File: config.mk
export PLATFORM = sky130hd
export DESIGN_NAME = instr_encoder
export DESIGN_NICKNAME = d
export VERILOG_FILES = /design/src/rtl/riscv_pkg.sv /design/src/rtl/imm_encode.sv /design/src/rtl/instr_encoder.sv
export SDC_FILE = /design/constraint.sdc
export NUM_CORES = 1
export LEC_CHECK = 0
export CELL_PAD_IN_SITES_DETAIL_PLACEMENT = 1
export CELL_PAD_IN_SITES_GLOBAL_PLACEMENT = 1
export CORE_UTILIZATION = 25
export DETAILED_ROUTE_END_ITERATION = 10
export GPL_TIMING_DRIVEN = 1
export PLACE_DENSITY_LB_ADDON = 0.1
export SKIP_CTS_REPAIR_TIMING = 1
export SLEW_MARGIN = 20
export SYNTH_ARGS = -nofsm -noshare
export SYNTH_HDL_FRONTEND = slang
export SYNTH_SLANG_ARGS = --single-unit
File: constraint.sdc
create_clock -name clk -period 3.5 [get_ports clk]
set_input_delay 0.525 -clock clk [delete_from_list [all_inputs] [get_ports clk]]
set_output_delay 0.525 -clock clk [all_outputs]
set_load 0.01 [all_outputs]
File: src/rtl/riscv_pkg.sv
// Shared RV32I definitions: ImmSrc format encoding, opcode constants and
// the immediate range rule used by the instruction encoder.
package riscv_pkg;

  typedef enum logic [1:0] {
    IMM_I = 2'b00,
    IMM_S = 2'b01,
    IMM_B = 2'b10,
    IMM_U = 2'b11
  } imm_src_e;

  localparam logic [6:0] OP_IMM    = 7'b0010011;
  localparam logic [6:0] OP_STORE  = 7'b0100011;
  localparam logic [6:0] OP_BRANCH = 7'b1100011;
  localparam logic [6:0] OP_LUI    = 7'b0110111;

  typedef enum logic [1:0] {
    ST_IDLE   = 2'b00,
    ST_LOAD   = 2'b01,
    ST_FINISH = 2'b10
  } load_state_e;

  // True when the sign-extended immediate survives encode-then-extend unchanged.
  function automatic logic imm_in_range(input imm_src_e fmt, input logic [31:0] imm);
    logic ok;
    case (fmt)
      IMM_I, IMM_S: ok = (&imm[31:11]) || !(|imm[31:11]);
      IMM_B:        ok = ((&imm[31:12]) || !(|imm[31:12])) && !imm[0];
      IMM_U:        ok = !(|imm[11:0]);
      default:      ok = 1'b0;
    endcase
    return ok;
  endfunction

endpackage

File: src/rtl/imm_encode.sv
// Combinational packer: scatters the immediate into its I/S/B/U bit slots
// and flags immediates that cannot be represented in the chosen format.
module imm_encode
  import riscv_pkg::*;
(
  input  imm_src_e    fmt,
  input  logic [6:0]  opcode,
  input  logic [4:0]  rd,
  input  logic [2:0]  funct3,
  input  logic [4:0]  rs1,
  input  logic [4:0]  rs2,
  input  logic [31:0] imm,
  output logic [31:0] instr,
  output logic        range_err
);

  always_comb begin
    instr = '0;
    case (fmt)
      IMM_I:   instr = {imm[11:0], rs1, funct3, rd, opcode};
      IMM_S:   instr = {imm[11:5], rs2, rs1, funct3, imm[4:0], opcode};
      IMM_B:   instr = {imm[12], imm[10:5], rs2, rs1, funct3, imm[4:1], imm[11], opcode};
      IMM_U:   instr = {imm[31:12], rd, opcode};
      default: instr = '0;
    endcase
  end

  assign range_err = !imm_in_range(fmt, imm);

endmodule

File: src/rtl/instr_encoder.sv
// Boot/test program loader: encodes decoded fields into RV32I words and
// streams them into instruction memory through a registered write port.
module instr_encoder
  import riscv_pkg::*;
#(
  parameter int ADDR_W      = 12,
  parameter int BASE_ADDR   = 0,
  parameter int DEPTH_WORDS = 1024
) (
  input  logic              clk,
  input  logic              rst_n,
  input  logic              start,
  input  logic              in_valid,
  output logic              in_ready,
  input  logic [1:0]        in_fmt,
  input  logic [6:0]        in_opcode,
  input  logic [4:0]        in_rd,
  input  logic [2:0]        in_funct3,
  input  logic [4:0]        in_rs1,
  input  logic [4:0]        in_rs2,
  input  logic [6:0]        in_funct7,
  input  logic [31:0]       in_imm,
  input  logic              in_last,
  output logic              mem_we,
  output logic [ADDR_W-1:0] mem_addr,
  output logic [31:0]       mem_wdata,
  output logic              busy,
  output logic              done,
  output logic              full,
  output logic              err,
  output logic [7:0]        err_count
);

  localparam int                CNT_W    = $clog2(DEPTH_WORDS + 1);
  localparam logic [ADDR_W-1:0] BASE     = ADDR_W'(BASE_ADDR);
  localparam logic [CNT_W-1:0]  LAST_CNT = CNT_W'(DEPTH_WORDS - 1);

  load_state_e       state;
  logic [ADDR_W-1:0] addr_cnt;
  logic [CNT_W-1:0]  word_cnt;
  logic [31:0]       instr;
  logic              range_err;
  logic              accept;
  logic              depth_hit;
  logic              unused_funct7;

  // funct7 only matters for R-type, which this loader does not emit.
  assign unused_funct7 = ^in_funct7;

  imm_encode u_imm_encode (
    .fmt       (imm_src_e'(in_fmt)),
    .opcode    (in_opcode),
    .rd        (in_rd),
    .funct3    (in_funct3),
    .rs1       (in_rs1),
    .rs2       (in_rs2),
    .imm       (in_imm),
    .instr     (instr),
    .range_err (range_err)
  );

  assign in_ready  = (state == ST_LOAD) && !start;
  assign accept    = in_valid && in_ready;
  assign depth_hit = (word_cnt == LAST_CNT);
  assign busy      = (state != ST_IDLE);

  // A start pulse only clears session state; a write registered last cycle
  // stays on the port for this cycle and is not cancelled.
  always_ff @(posedge clk or negedge rst_n) begin
    if (!rst_n) begin
      state     <= ST_IDLE;
      addr_cnt  <= BASE;
      word_cnt  <= '0;
      mem_we    <= 1'b0;
      mem_addr  <= '0;
      mem_wdata <= '0;
      done      <= 1'b0;
      full      <= 1'b0;
      err       <= 1'b0;
      err_count <= '0;
    end else begin
      mem_we <= 1'b0;
      done   <= 1'b0;
      if (start) begin
        state     <= ST_LOAD;
        addr_cnt  <= BASE;
        word_cnt  <= '0;
        full      <= 1'b0;
        err       <= 1'b0;
        err_count <= '0;
      end else begin
        case (state)
          ST_IDLE: begin
            state <= ST_IDLE;
          end
          ST_LOAD: begin
            if (accept) begin
              mem_we    <= 1'b1;
              mem_addr  <= addr_cnt;
              mem_wdata <= instr;
              addr_cnt  <= addr_cnt + ADDR_W'(4);
              word_cnt  <= word_cnt + CNT_W'(1);
              if (range_err) begin
                err <= 1'b1;
                if (err_count != 8'hFF) err_count <= err_count + 8'd1;
              end
              if (depth_hit) full <= 1'b1;
              if (in_last || depth_hit) begin
                state <= ST_FINISH;
                done  <= 1'b1;
              end
            end
          end
          ST_FINISH: begin
            state <= ST_IDLE;
          end
          default: begin
            state <= ST_IDLE;
          end
        endcase
      end
    end
  end

endmodule

==> results.tsv <==
stage	metric	value	unit
status	status	finished, violations left	
status	failing checks	DRC	
layout	post-route insts no fill	712	
job	max_cap viols	0	
yosys	Yosys reg bits	77	
power_and_ir_drop	leakage	0.00239	uW
floorplan	Die X	125	um
detailed_routing	DRT iter0 DRCs	157	
worst_setup_path	Max stage delay on crit path	540	ps
sta	final slew viol count	0	
global_route	Global Route Usage Sum	0.157	
yosys	largest family of logic cells by synthesized area	simple AND/OR/NAND/NOR gates	
worst_setup_path	worst-path maximum fanout	65	
detailed_routing	drt total wl	11400	um
detailed_routing	detailed-route via count	3306	
yosys	post-synthesis xor/xnor area fraction	0.0415	
placement	IO buf count	119	
detailed_routing	routed vias/inst	4.64	
sta	Fin Hold WS	215	ps
floorplan	IO Pins	129	
yosys	compound-gate portion of the synthesized area	0.0906	
yosys	Post-Synth Simple-Gate Area	0.246	
layout	Area growth syn-to-layout	44.4	%
worst_setup_path	CP Buf/Inv Count	3	
yosys	mapped cell area	3800	um^2
yosys	Cell variety after synth	50	
global_route	GR Overflow Total	0	
yosys	adder-cell share of the synthesized area	0.00988	
layout	most frequent cells in the layout	118 x clkdlybuf4s50_1, 97 x nand2_1, 77 x dfrtp_1	
worst_setup_path	crit path kind	in2reg	
worst_setup_path	CP Capture Type	register	
clocking	Worst-path clk slew	60	ps
clocking	Num CTS Buffers	9	
worst_setup_path	Critical Path Start Type	primary input	
floorplan	die area	15700	um^2
placement	placed cells	696	
worst_setup_path	CP cell instances	clkdlybuf4s50_1 -> nor2_2 -> nand2_2 -> inv_2 -> buf_4 -> and3_1 -> nand4_1 -> xor2_1 -> nor2_1	
power_and_ir_drop	pwr dens	472	nW/um^2
yosys	Yosys warning total	0	
placement	detailed placer's ending HPWL	8190	um
floorplan	Cell Rows	44	
sta	Hold Vio Cnt, Final	0	
yosys	register area share after synthesis	0.507	
global_route	pin count of the biggest net entering global routing	78	
layout	Layout fillers	1672	
clocking	Root Driver	clkbuf_16	
clocking	htree depth	3	
yosys	most used flip-flop cell after synthesis	dfrtp_1	
sta	RSZ-0062 raised after global routing	false	
sta	Worst Tran Pin Value	745	ps
worst_setup_path	Top delay family on crit path	buffers and inverters	
clocking	clock latency on the worst-skew pair	340	ps
global_route	first-pass GRT wire length	19200	um
detailed_routing	DR pass1 iterations	10	
clocking	worst-case clock buffer depth	2	
floorplan	Die Y	125	um
floorplan	starting density of the core	0.258	
worst_setup_path	crit path DAT	2590	ps
sta	setup_tns	0	ps
yosys	Cells after Synth	408	
sta	final setup fails	0	
yosys	asr flop ratio synth	1.00	
yosys	Post-synth EDFFs	0	
worst_setup_path	Worst path slowest cell	buf_4	
sta	fin crit share	0.679	
clocking	TritonCTS clock tree	done	
layout	fraction of final layout cells sized beyond drive strength 1	0.0795	
layout	most common cell after layout, fill and taps aside	clkdlybuf4s50_1	
detailed_routing	DRC viols	6	
power_and_ir_drop	Max IR drop VDD	0.244	mV
floorplan	Placeable Area	14700	um^2
global_route	initial antenna violation count	0	
yosys	multiplexer area fraction after synthesis	0.0705	
clocking	total clock sinks	77	
sta	clk_skew	4.46	ps
layout	ANT cells	0	
placement	Routability Congestion	0.757	
detailed_routing	WL per Instance	16.1	um
sta	Fmax achieved	421	MHz
layout	nets	597	
sta	min Tclk post-route	2380	ps
yosys	Syn Area/Cell	9.31	um^2
global_route	vias in the first global route	3623	
min_path	Worst Hold Class	in2async	
detailed_routing	Final ANT Viol Nets	0	
sta	max_slew headroom	0.503	
worst_setup_path	flop2flop setup slack	1280	ps
worst_setup_path	worst path required time	3710	ps
stage by stage:
step | area, um^2 | total power (uW) | worst slack, ps | util
6_report | 5480 | 2590 | 1120 | 0.373
3_5_place_dp | 5150 | 1580 | 697 | 0.351
2_1_floorplan | 3800 | 1250 | 1400 | -
5_1_grt | 5480 | 2720 | 965 | 0.373
4_1_cts | 5480 | 2640 | 1070 | 0.373
3_3_place_gp | 5150 | 1580 | 738 | 0.351
logic make-up (layout without fill, tap and decap cells):
kind of cell | count (synthesis) | in the layout
AOI/OAI and AO/OA | 55 | 55
xor gates and xnor gates | 18 | 18
adders and majority gates | 3 | 3
buffers and inverters | 26 | 145
DFF | 77 | 77
muxes | 26 | 26
other | 1 | 2
and+or+nand+nor | 202 | 202
power by group:
part / internal (uW) / leakage (uW) / switching (uW)
clock network: 643 / 0.000158 / 388
registers: 981 / 0.000987 / 54.6
logic: 283 / 0.00125 / 240
total: 1910 / 0.00239 / 682
sequential cells by signal, indices dropped and copies added, names as in the netlist:
register and count:
mem_addr 10, done 1, mem_we 1, word_cnt 11, state 2, err 1
mem_wdata 32, err_count 8, full 1, addr_cnt 10
synthesized netlist by cell type (all sizes together) (2+ instances only):
master / count / area [um^2]
nand2: 98 / 370
dfrtp: 77 / 1930
nor2: 44 / 168
mux2i: 20 / 200
a21oi: 18 / 90.1
o21ai: 18 / 90.1
nand4: 16 / 100
xor2: 16 / 140
buf: 13 / 77.6
clkbuf: 9 / 33.8
nor4: 7 / 50.1
mux2: 6 / 67.6
nand3: 6 / 30.0
a31oi: 5 / 31.3
inv: 4 / 15.0
nand3b: 4 / 30.0
nor2b: 4 / 25.0
and3: 3 / 18.8
ha: 3 / 37.5
nand2b: 3 / 18.8
nor3: 3 / 15.0
o22ai: 3 / 18.8
or2: 3 / 18.8
or3: 3 / 21.3
or4: 3 / 26.3
a211o: 2 / 17.5
and4: 2 / 17.5
nor3b: 2 / 15.0
o211ai: 2 / 20.0
xnor2: 2 / 17.5
layout make-up:
class	instances	area (um^2)	area share
inverter	4	15.0	0.00274
multi-input combinational	306	1750	0.319
sequential	77	1930	0.351
clock buffer	10	239	0.0436
timing repair buffer	125	1240	0.226
tap	184	230	0.0420
clock inverter	6	86.3	0.0157
path summary, 6_finish.rpt:
| check | startpoint | endpoint | cells after the start |
|---|---|---|---|
| worst min register to register | mem_wdata[4] | mem_wdata[4] | 2 |
| worst min-delay path | rst_n | mem_wdata[4] | 1 |
| worst max register to register | state[1] | addr_cnt[11] | 9 |
| worst max-delay path | start | addr_cnt[11] | 9 |
| min in group clk | mem_wdata[4] | mem_wdata[4] | 2 |
| max in group asynchronous | rst_n | mem_we | 1 |
layer usage:
layer | vias up | track usage | share of wire
met1 | 1613 | 0.191 | 0.46
li1 | 1620 | - | -
met4 | 0 | 0.0430 | 0.013
met3 | 8 | 0.0462 | 0.040
met2 | 65 | 0.268 | 0.49
met5 | - | 0 | 0
Power figures use the tool's default switching activity.
